**src/rtl/cms_sample_aligner.sv**
```systemverilog
// cms_sample_aligner
// Pairs the measured-sample stream (y) with the estimate stream (y_hat) so the
// downstream mean-square stage always sees y[k] next to y_hat[k]. Each stream
// lands in its own DEPTH-entry FIFO, and the FIFOs accept data in every state.
// A frame of N = 1 << i_log2_samples pairs is started with i_start. The frame
// gives one enable cycle (ARM), one initialisation cycle (WAIT), and then
// pops both FIFOs together while both hold data (STREAM).
//
// Ports
//   i_clk, i_arst_n               clock, asynchronous active-low reset
//   i_start, i_log2_samples       frame request and frame length exponent
//   i_y_valid/i_y/o_y_ready       measured-sample push interface
//   i_y_hat_valid/i_y_hat/o_y_hat_ready  estimate push interface
//   o_cms_en                      one-cycle enable to the downstream stage
//   o_valid/o_y/o_y_hat           aligned pair output
//   o_busy, o_frame_done          frame status

module cms_sample_aligner #(
  parameter int unsigned DEPTH = 4
) (
  input  logic        i_clk,
  input  logic        i_arst_n,
  input  logic        i_start,
  input  logic [2:0]  i_log2_samples,
  input  logic        i_y_valid,
  input  logic [31:0] i_y,
  output logic        o_y_ready,
  input  logic        i_y_hat_valid,
  input  logic [31:0] i_y_hat,
  output logic        o_y_hat_ready,
  output logic        o_cms_en,
  output logic        o_valid,
  output logic [31:0] o_y,
  output logic [31:0] o_y_hat,
  output logic        o_busy,
  output logic        o_frame_done
);

  localparam int unsigned DW = 32;
  localparam int unsigned AW = (DEPTH > 1) ? $clog2(DEPTH) : 1;
  localparam int unsigned CW = AW + 1;
  localparam int unsigned PW = 8;

  typedef enum logic [2:0] {
    ST_IDLE,
    ST_ARM,
    ST_WAIT,
    ST_STREAM,
    ST_DONE
  } state_e;

  // Storage (data only, no reset needed: occupancy guards every read)
  logic [DW-1:0] y_mem  [DEPTH];
  logic [DW-1:0] yh_mem [DEPTH];

  // y FIFO bookkeeping
  logic [AW-1:0] y_wr_ptr_q, y_wr_ptr_d;
  logic [AW-1:0] y_rd_ptr_q, y_rd_ptr_d;
  logic [CW-1:0] y_count_q,  y_count_d;
  logic          y_ready_q,  y_ready_d;

  // y_hat FIFO bookkeeping
  logic [AW-1:0] yh_wr_ptr_q, yh_wr_ptr_d;
  logic [AW-1:0] yh_rd_ptr_q, yh_rd_ptr_d;
  logic [CW-1:0] yh_count_q,  yh_count_d;
  logic          yh_ready_q,  yh_ready_d;

  // Frame control
  state_e        state_q,    state_d;
  logic [PW-1:0] n_q,        n_d;
  logic [PW-1:0] pair_cnt_q, pair_cnt_d;

  // Registered outputs
  logic          valid_q,      valid_d;
  logic [DW-1:0] out_y_q,      out_y_d;
  logic [DW-1:0] out_yh_q,     out_yh_d;
  logic          cms_en_q,     cms_en_d;
  logic          busy_q,       busy_d;
  logic          frame_done_q, frame_done_d;

  // Handshake / pop qualifiers
  logic y_push;
  logic yh_push;
  logic pop;

  // Ready comes from a flop, so a same-cycle pop never opens the FIFO early
  assign y_push  = i_y_valid     & y_ready_q;
  assign yh_push = i_y_hat_valid & yh_ready_q;

  // Pop both streams together only while streaming and both hold data
  assign pop = (state_q == ST_STREAM) &&
               (y_count_q  != '0) &&
               (yh_count_q != '0) &&
               (pair_cnt_q < n_q);

  // FIFO pointer and occupancy update
  always_comb begin
    y_wr_ptr_d  = y_wr_ptr_q;
    y_rd_ptr_d  = y_rd_ptr_q;
    yh_wr_ptr_d = yh_wr_ptr_q;
    yh_rd_ptr_d = yh_rd_ptr_q;

    if (y_push)  y_wr_ptr_d  = y_wr_ptr_q  + AW'(1);
    if (pop)     y_rd_ptr_d  = y_rd_ptr_q  + AW'(1);
    if (yh_push) yh_wr_ptr_d = yh_wr_ptr_q + AW'(1);
    if (pop)     yh_rd_ptr_d = yh_rd_ptr_q + AW'(1);

    // Simultaneous push and pop cancel out
    y_count_d  = y_count_q  + CW'(y_push)  - CW'(pop);
    yh_count_d = yh_count_q + CW'(yh_push) - CW'(pop);

    y_ready_d  = (y_count_d  != CW'(DEPTH));
    yh_ready_d = (yh_count_d != CW'(DEPTH));
  end

  // Frame state machine and registered output values
  always_comb begin
    state_d      = state_q;
    n_d          = n_q;
    pair_cnt_d   = pair_cnt_q;
    valid_d      = 1'b0;
    out_y_d      = out_y_q;
    out_yh_d     = out_yh_q;

    unique case (state_q)
      ST_IDLE: begin
        if (i_start) begin
          state_d    = ST_ARM;
          n_d        = PW'(1) << i_log2_samples;
          pair_cnt_d = '0;
        end
      end
      ST_ARM:  state_d = ST_WAIT;
      ST_WAIT: state_d = ST_STREAM;
      ST_STREAM: begin
        if (pop) begin
          pair_cnt_d = pair_cnt_q + PW'(1);
          if ((pair_cnt_q + PW'(1)) == n_q) begin
            state_d = ST_DONE;
          end
        end
      end
      ST_DONE: state_d = ST_IDLE;
      default: state_d = ST_IDLE;
    endcase

    // Pair data only moves on a pop; otherwise the last pair holds
    if (pop) begin
      valid_d  = 1'b1;
      out_y_d  = y_mem[y_rd_ptr_q];
      out_yh_d = yh_mem[yh_rd_ptr_q];
    end

    // Status outputs track the state being entered so they align with it
    cms_en_d     = (state_d == ST_ARM);
    busy_d       = (state_d != ST_IDLE);
    frame_done_d = (state_d == ST_DONE);
  end

  // Sample storage writes
  always_ff @(posedge i_clk) begin
    if (y_push)  y_mem[y_wr_ptr_q]   <= i_y;
    if (yh_push) yh_mem[yh_wr_ptr_q] <= i_y_hat;
  end

  // State registers
  always_ff @(posedge i_clk or negedge i_arst_n) begin
    if (!i_arst_n) begin
      y_wr_ptr_q   <= '0;
      y_rd_ptr_q   <= '0;
      y_count_q    <= '0;
      y_ready_q    <= 1'b1;
      yh_wr_ptr_q  <= '0;
      yh_rd_ptr_q  <= '0;
      yh_count_q   <= '0;
      yh_ready_q   <= 1'b1;
      state_q      <= ST_IDLE;
      n_q          <= '0;
      pair_cnt_q   <= '0;
      valid_q      <= 1'b0;
      out_y_q      <= '0;
      out_yh_q     <= '0;
      cms_en_q     <= 1'b0;
      busy_q       <= 1'b0;
      frame_done_q <= 1'b0;
    end else begin
      y_wr_ptr_q   <= y_wr_ptr_d;
      y_rd_ptr_q   <= y_rd_ptr_d;
      y_count_q    <= y_count_d;
      y_ready_q    <= y_ready_d;
      yh_wr_ptr_q  <= yh_wr_ptr_d;
      yh_rd_ptr_q  <= yh_rd_ptr_d;
      yh_count_q   <= yh_count_d;
      yh_ready_q   <= yh_ready_d;
      state_q      <= state_d;
      n_q          <= n_d;
      pair_cnt_q   <= pair_cnt_d;
      valid_q      <= valid_d;
      out_y_q      <= out_y_d;
      out_yh_q     <= out_yh_d;
      cms_en_q     <= cms_en_d;
      busy_q       <= busy_d;
      frame_done_q <= frame_done_d;
    end
  end

  assign o_y_ready     = y_ready_q;
  assign o_y_hat_ready = yh_ready_q;
  assign o_cms_en      = cms_en_q;
  assign o_valid       = valid_q;
  assign o_y           = out_y_q;
  assign o_y_hat       = out_yh_q;
  assign o_busy        = busy_q;
  assign o_frame_done  = frame_done_q;

endmodule

```
**config.mk**
```make
export PLATFORM = sky130hd
export DESIGN_NAME = cms_sample_aligner
export DESIGN_NICKNAME = d
export VERILOG_FILES = /design/src/rtl/cms_sample_aligner.sv
export SDC_FILE = /design/constraint.sdc
export NUM_CORES = 1
export LEC_CHECK = 0
export CAP_MARGIN = 20
export CORE_MARGIN = 5
export CORE_UTILIZATION = 48
export CTS_CLUSTER_SIZE = 28
export DETAILED_ROUTE_END_ITERATION = 8
export GPL_TIMING_DRIVEN = 0
export HOLD_SLACK_MARGIN = 0.12
export PLACE_DENSITY = 0.72
export SYNTH_ARGS = -nofsm -noshare
export SYNTH_HDL_FRONTEND = slang
export SYNTH_SLANG_ARGS = --single-unit
```
**constraint.sdc**
```tcl
create_clock -name i_clk -period 2.75 [get_ports i_clk]
set_input_delay 0.55 -clock i_clk [delete_from_list [all_inputs] [get_ports i_clk]]
set_output_delay 0.55 -clock i_clk [all_outputs]
set_load 0.01 [all_outputs]
```
Yosys cells after proc, flatten, opt, wreduce, memory -nomap -nowiden
Memories as Yosys holds them, arrays and structs flattened. A register that Yosys moved wholly into a read port is not among the register bits.
Cells that the tools add are included.
{"block": "word_totals", "output_inout_bits": 70, "wordCells": 64, "ram_bits": 256, "ff_bits": 39, "mem_bits_ro": 0, "input_bits": 72, "latch_bits": 0, "memories": 2}
{"block": "op_classes", "bitwise_logic": 2, "muxes": 12, "reduce_logical": 12, "shifts": 1, "n_div": 0, "mul": 0, "n_addsub": 9, "n_lt_le_gt_ge": 1, "eq_ne": 10}
{"memory": "y_mem", "words": 4, "word_bits": 32, "rd": 1, "rd_clocked_by_memory_dff": 1, "write_ports": 1, "line": "53", "text": "logic [DW-1:0] y_mem [DEPTH];"}
{"memory": "yh_mem", "words": 4, "word_bits": 32, "rd": 1, "rd_clocked_by_memory_dff": 1, "write_ports": 1, "line": "54", "text": "logic [DW-1:0] yh_mem [DEPTH];"}
{"cell": "$mux W8", "n": 2}
{"cell": "$pmux W8 S2", "n": 1}
{"cell": "$pmux W3 S4", "n": 1}
{"cell": "$mux W3", "n": 3}
{"cell": "$reduce_bool A3 Y1", "n": 3}
{"cell": "$add A2 B1 Y2 const B", "n": 4}
{"cell": "$add A8 B1 Y8 const B", "n": 1}
{"cell": "$eq A8 B8 Y1", "n": 1}
{"cell": "$lt A8 B8 Y1", "n": 1}
{"cell": "$shl A1 B3 Y8 const A", "n": 1}
{"cell": "$add A3 B1 Y3", "n": 2}
{"cell": "$eq A3 B1 Y1 const B", "n": 2}
{"cell": "$eq A3 B2 Y1 const B", "n": 2}
{"cell": "$ne A3 B3 Y1 const B", "n": 2}
{"cell": "$sub A3 B1 Y3", "n": 2}
{"cell": "$mux W1", "n": 5}
{"cell": "$ne A2 B2 Y1 const B", "n": 2}
{"cell": "$eq A3 B3 Y1 const B", "n": 1}
{"cell": "$logic_and A1 B1 Y1", "n": 3}
{"cell": "$logic_not A3 Y1", "n": 1}
{"cell": "$reduce_and A3 Y1", "n": 1}
{"cell": "$and A1 B1 Y1", "n": 2}
{"cell": "$logic_not A1 Y1", "n": 2}
{"cell": "$reduce_and A2 Y1", "n": 1}
{"cell": "$reduce_bool A2 Y1", "n": 1}

Longest topological paths before layout
{"block": "logic_depth", "word_depth": 7, "depth_mapped": 16, "ltp_nobuf": 14}

Worst setup path after synthesis
OpenSTA, ideal clock, no wires.
{"block": "synth_timing", "kind": "reg-to-reg", "startpoint": "register n_q[7]", "endpoint": "register y_ready_q (netlist: o_y_ready)", "required_ns": 2.664, "setup_ns": 0.086, "arrival_ns": 2.837, "path_slack_ns": -0.173, "stages_incl_launch_ff": 17, "cell_sequence": "dfrtp_1 -> inv_1 -> ha_1 -> a21oi_1 -> nor4b_2 -> o21ai_1 -> nor2_4 -> buf_6 -> buf_4 -> ha_1 -> inv_1 -> ha_1 -> inv_1 -> fa_1 -> xnor2_1 -> xnor2_1 -> nand3b_1"}
{"block": "synth_between", "elab_chain_len": 4}
{"item": "from (decl)", "line": "70", "text": "logic [PW-1:0] n_q, n_d;"}
{"item": "from (signal assigned)", "line": "196", "text": "n_q <= n_d;"}
{"item": "$lt A8 B8 Y1", "line": "94", "text": "(pair_cnt_q < n_q);"}
{"item": "$logic_and A1 B1 Y1", "line": "93", "text": "(yh_count_q != '0) &&"}
{"item": "via pop", "line": "84", "text": "logic pop;"}
{"item": "$sub A3 B1 Y3", "line": "109", "text": "y_count_d = y_count_q + CW'(y_push) - CW'(pop);"}
{"item": "via y_count_d[2]", "line": "59", "text": "logic [CW-1:0] y_count_q, y_count_d;"}
{"item": "$ne A3 B3 Y1", "line": "112", "text": "y_ready_d = (y_count_d != CW'(DEPTH));"}
{"item": "via y_ready_d", "line": "60", "text": "logic y_ready_q, y_ready_d;"}
{"item": "to (signal assigned)", "line": "190", "text": "y_ready_q <= y_ready_d;"}
{"item": "to (decl)", "line": "60"}
The timed path passes the listed nets, and every way through them passes these cells.
A chain may end at the register's enable or synchronous reset.

Worst setup path in the final report
{"block": "layout_timing", "startpoint": "register n_q[1]", "endpoint": "register y_ready_q (netlist: o_y_ready)"}
{"block": "layout_between", "elab_chain_len": 4}
{"item": "$lt A8 B8 Y1", "line": "94"}
{"item": "$logic_and A1 B1 Y1", "line": "93"}
{"item": "$sub A3 B1 Y3", "line": "109"}
{"item": "via y_count_d[2]", "line": "59"}
{"item": "$ne A3 B3 Y1", "line": "112"}
{"item": "via y_ready_d", "line": "60"}
The timed path passes the listed nets, and every way through them passes these cells.

==> impl_results.md <==
* Peak supply drop at 0.000702 V
* Pin count of the biggest net entering global routing at 80
* Mean post-synth cell area at between 20 and 25 µm²
* Leftover overflow at the end of global routing at 0
* Power consumption at 19.4 mW
* Capture instance of the worst register-to-register path: o_y_ready$_DFF_PN1_
* Final net count at 964
* Setup ws final at 42.7 ps
* Insertion delay to the later sink of the worst-skew pair at 520 ps
* Power density cells at 1130 mW/mm²
* Flip-flop and latch area at 0.0103 mm²
* Final RePlAce weighted congestion at 0.763
* Part of the total power dissipated in combinational logic at 0.338
* Synth Cell Area at 0.0138 mm²
* Clock network fraction of design power at 0.253
* Sequential area share after synthesis at 0.743
* TritonRoute pass-1 iters at 4
* Number of enable flip-flop cells after synthesis at 256
* Residual DRC count at 0
* Switching power at 5.51 mW
* Sequential fraction of design power at 0.409
* Iteration-0 DRC count of the detailed router at 360
* Final worst path period need at about 2700 ps
* TritonCTS clock tree: built
* Synthesis-to-layout area growth at 24.6%
* Number of cells on the worst reg-to-reg path at 15
* Number of I/O pins at ~140
* Vias in the first global route at 7441
* Share of post-route cells with drive strength above 1 at 0.275
* Setup Slack @ Placement at -361 ps
* Pleak at slightly above 6 nW
* Critical Path Source Type: register
* Final HPWL from detailed placement at 16400 µm
* Setup-failing EPs final at 0
* Total vias in the final route at 6687
* Total routing usage reported by global routing at 0.165
* Synth Warn # at 0
* Number of nets produced by synthesis at 768
* Number of antenna violations at the first check in global routing at 0
* Fraction of registers with async set or reset after synthesis at 0.287
* Result of the run: complete, no violations
* Placement row count at 62
* Clock-pin slew of the registers on the worst-case setup and hold paths at approximately 60 ps
* Slew Limit Headroom at 0.402
* Register-to-Register Setup Slack at 40 ps
* Footprint of the multi-input gates at 0.00342 mm²
* X dimension of the die at 180 µm
* Final-report hold violation count at 0
* Clock Root Buffer: sky130_fd_sc_hd__clkbuf_16
* Endpoint arrival time on the critical path at ~3100 ps
* Category of the worst setup path capture point: register
* Max Freq at 0.369 GHz
* Count of filler cells inserted in the layout at about 2100
* Final worst-path cycle share at 0.984
* Number of distinct standard cells referenced by the synthesized netlist at 49
* Total wire length at 26100 µm
* Path type of the worst setup path: register to register
* Crit Reg-Reg Startpoint: n_q[1]$_DFFE_PN0P_
* H-tree lvl count at 2
* Internal Dissipation at 13.9 mW
* Number of pins exceeding their max-slew limit in the final report at 0
* Tightest Pin Transition at 898 ps
* Fraction of power spent switching nets at 0.284
* Antenna violation net count after detailed routing at 0
* Deepest clock path buffer count at 3
* Starting density of the core at 0.484
* Flops & latches, synth at between 300 and 400
* Post-synthesis instance total at ~670
* Routed length per instance at 20.4 µm
* Setup skew after layout at 16.6 ps
* Number of buffers created by CTS at 38
* Max-cap viol count at 0
* Drt via density at 5.21
* Largest fanout on the critical path at 4
* RSZ-0062 raised after global routing: yes
* PortBufs at about 140
* Hold crit path type: input port to asynchronous set/reset pin
* CP required at 3180 ps
* Dominant synthesized flop cell: sky130_fd_sc_hd__edfxtp_1
* Core area at 0.0285 mm²
* Die boundary height at 180 µm
* Total number of clock tree sinks at 359
* Die Footprint at 0.0323 mm²
* Global-route wire length before repair at 42200 µm
final cells by class:
cell class                      count  share of cell area
Multi-Input combinational cell    267               0.199
Sequential cell                   359               0.596
Antenna cell                        1            0.000145
Tap cell                          384              0.0279
Inverter                           21             0.00458
Timing Repair Buffer              157              0.0918
Buffer                             25              0.0100
Clock buffer                       52              0.0595
Clock inverter                     18              0.0108
kinds of logic (layout without fill, tap and decap cells):
logic type,Yosys count,after routing,synth area share
fa+ha+maj,23,23,0.0219
flops,359,359,0.743
other cells,0,1,0
xor+xnor,21,21,0.0133
simple gates,62,62,0.0289
compound gates,25,25,0.0122
buf+inv,47,273,0.0181
mux,136,136,0.163
power groups by stage:
stage / combinational [mW] / clock (mW) / sequential [mW]
floorplan: 3.94 / 0 / 8.13
global placement: 6.31 / 0 / 8.02
detailed placement: 6.45 / 0 / 8.05
CTS: 6.65 / 5.04 / 7.96
global route: 7.13 / 5.28 / 8.10
finish: 6.56 / 4.91 / 7.95
repair_timing:
action,CTS,global route
resized for setup,5,8
hold buffers,1,0
setup endpoints to repair,6,4
buffers inserted,6,7
pin swaps,9,10
hold endpoints to repair,24,0
cloned,1,0
layout by cell type, fill, tap and decap left out, drive strengths merged, types with 2 or more instances in the layout:
master           n
a21oi            5
a22o             3
and3             8
buf             31
bufinv           3
clkbuf          61
clkdlybuf4s50  140
clkinv          12
clkinvlp         2
dfrtp          101
dfstp            2
edfxtp         256
fa               2
ha              21
inv             22
mux2            69
mux2i            3
mux4            64
nand2           11
nand3            6
nand3b           4
nand4            4
nand4b           3
nor2            12
nor3             6
nor4b            3
o21ai           10
xnor2           16
xor2             5
worst max-delay path, cell delays in order (launching register included):
cell	delay, ps
sky130_fd_sc_hd__dfrtp_1	380
sky130_fd_sc_hd__inv_2	80
sky130_fd_sc_hd__ha_4	190
sky130_fd_sc_hd__nor2b_1	120
sky130_fd_sc_hd__o211ai_1	210
sky130_fd_sc_hd__a21oi_2	110
sky130_fd_sc_hd__nor2_4	160
sky130_fd_sc_hd__buf_12	140
sky130_fd_sc_hd__ha_4	190
sky130_fd_sc_hd__inv_2	60
sky130_fd_sc_hd__ha_4	110
sky130_fd_sc_hd__inv_2	30
sky130_fd_sc_hd__fa_2	360
sky130_fd_sc_hd__xnor2_2	140
sky130_fd_sc_hd__xnor2_1	210
sky130_fd_sc_hd__nand3b_1	100
cells in the mapped netlist, types with 2 or more instances:
cell | number | area [µm²]
sky130_fd_sc_hd__edfxtp_1 | 256 | 7690
sky130_fd_sc_hd__dfrtp_1 | 101 | 2530
sky130_fd_sc_hd__mux4_2 | 64 | 1440
sky130_fd_sc_hd__mux2_2 | 60 | 676
sky130_fd_sc_hd__ha_1 | 21 | 263
sky130_fd_sc_hd__inv_1 | 20 | 75.1
sky130_fd_sc_hd__xnor2_1 | 16 | 140
sky130_fd_sc_hd__nand2_1 | 11 | 41.3
sky130_fd_sc_hd__nor2_1 | 11 | 41.3
sky130_fd_sc_hd__clkbuf_1 | 9 | 33.8
sky130_fd_sc_hd__mux2_1 | 9 | 101
sky130_fd_sc_hd__and3_1 | 8 | 50.1
sky130_fd_sc_hd__buf_2 | 8 | 40.0
sky130_fd_sc_hd__o21ai_0 | 8 | 40.0
sky130_fd_sc_hd__buf_6 | 6 | 67.6
sky130_fd_sc_hd__nand3_1 | 5 | 25.0
sky130_fd_sc_hd__nor3_1 | 5 | 25.0
sky130_fd_sc_hd__xor2_1 | 5 | 43.8
sky130_fd_sc_hd__a21oi_1 | 4 | 20.0
sky130_fd_sc_hd__nand4_1 | 4 | 25.0
sky130_fd_sc_hd__a22o_1 | 3 | 26.3
sky130_fd_sc_hd__mux2i_1 | 3 | 30.0
sky130_fd_sc_hd__nand3b_1 | 3 | 22.5
sky130_fd_sc_hd__nand4b_1 | 3 | 26.3
sky130_fd_sc_hd__buf_4 | 2 | 15.0
sky130_fd_sc_hd__dfstp_2 | 2 | 52.6
sky130_fd_sc_hd__fa_1 | 2 | 40.0
sky130_fd_sc_hd__nor4b_2 | 2 | 30.0
sky130_fd_sc_hd__o21ai_1 | 2 | 10.0
worst max-delay path by stage:
stage                               from                   to  slack [ps]  depth (start not counted)
2_1_floorplan         n_q[7]$_DFFE_PN0P_  o_y_ready$_DFF_PN1_         0.8                         16
3_3_place_gp                    i_arst_n   n_q[0]$_DFFE_PN0P_       -3480                          1
3_5_place_dp          n_q[7]$_DFFE_PN0P_  o_y_ready$_DFF_PN1_        -360                         16
4_1_cts        pair_cnt_q[1]$_DFFE_PN0P_  o_y_ready$_DFF_PN1_         0.6                         14
5_1_grt               n_q[1]$_DFFE_PN0P_  o_y_ready$_DFF_PN1_         -50                         15
6_report              n_q[1]$_DFFE_PN0P_  o_y_ready$_DFF_PN1_          40                         15
per-stage QoR:
stage | TNS, ps | util | hold WS [ps] | instances | area, µm²
after floorplan | 0 | - | 254 | 673 | 13900
after global placement | -397060 | 0.553 | 471 | 1198 | 15800
after detailed placement | -1480 | 0.554 | 449 | 1199 | 15800
after CTS | 0 | 0.600 | 462 | 1276 | 17100
after global routing | -71.6 | 0.603 | 500 | 1283 | 17200
final | 0 | 0.603 | 470 | 1284 | 17200
flip-flops by register name, summed over array words and instances (netlist names), 2 cells and up:
signal and flops:
y_wr_ptr_q 2, n_q 8, o_y 32, yh_mem 128
pair_cnt_q 8, y_mem 128, yh_count_q 3, y_count_q 3
state_q 3, o_y_hat 32, yh_wr_ptr_q 2, y_rd_ptr_q 2
yh_rd_ptr_q 2
metal layers:
metal,vias to the layer above,GRT usage,wire [µm]
li1,3059,-,-
met1,3408,0.221,11200
met2,175,0.272,12800
met3,45,0.0479,1610
met4,0,0.0387,503
met5,-,0,0
(Power assumes the default switching activity.)
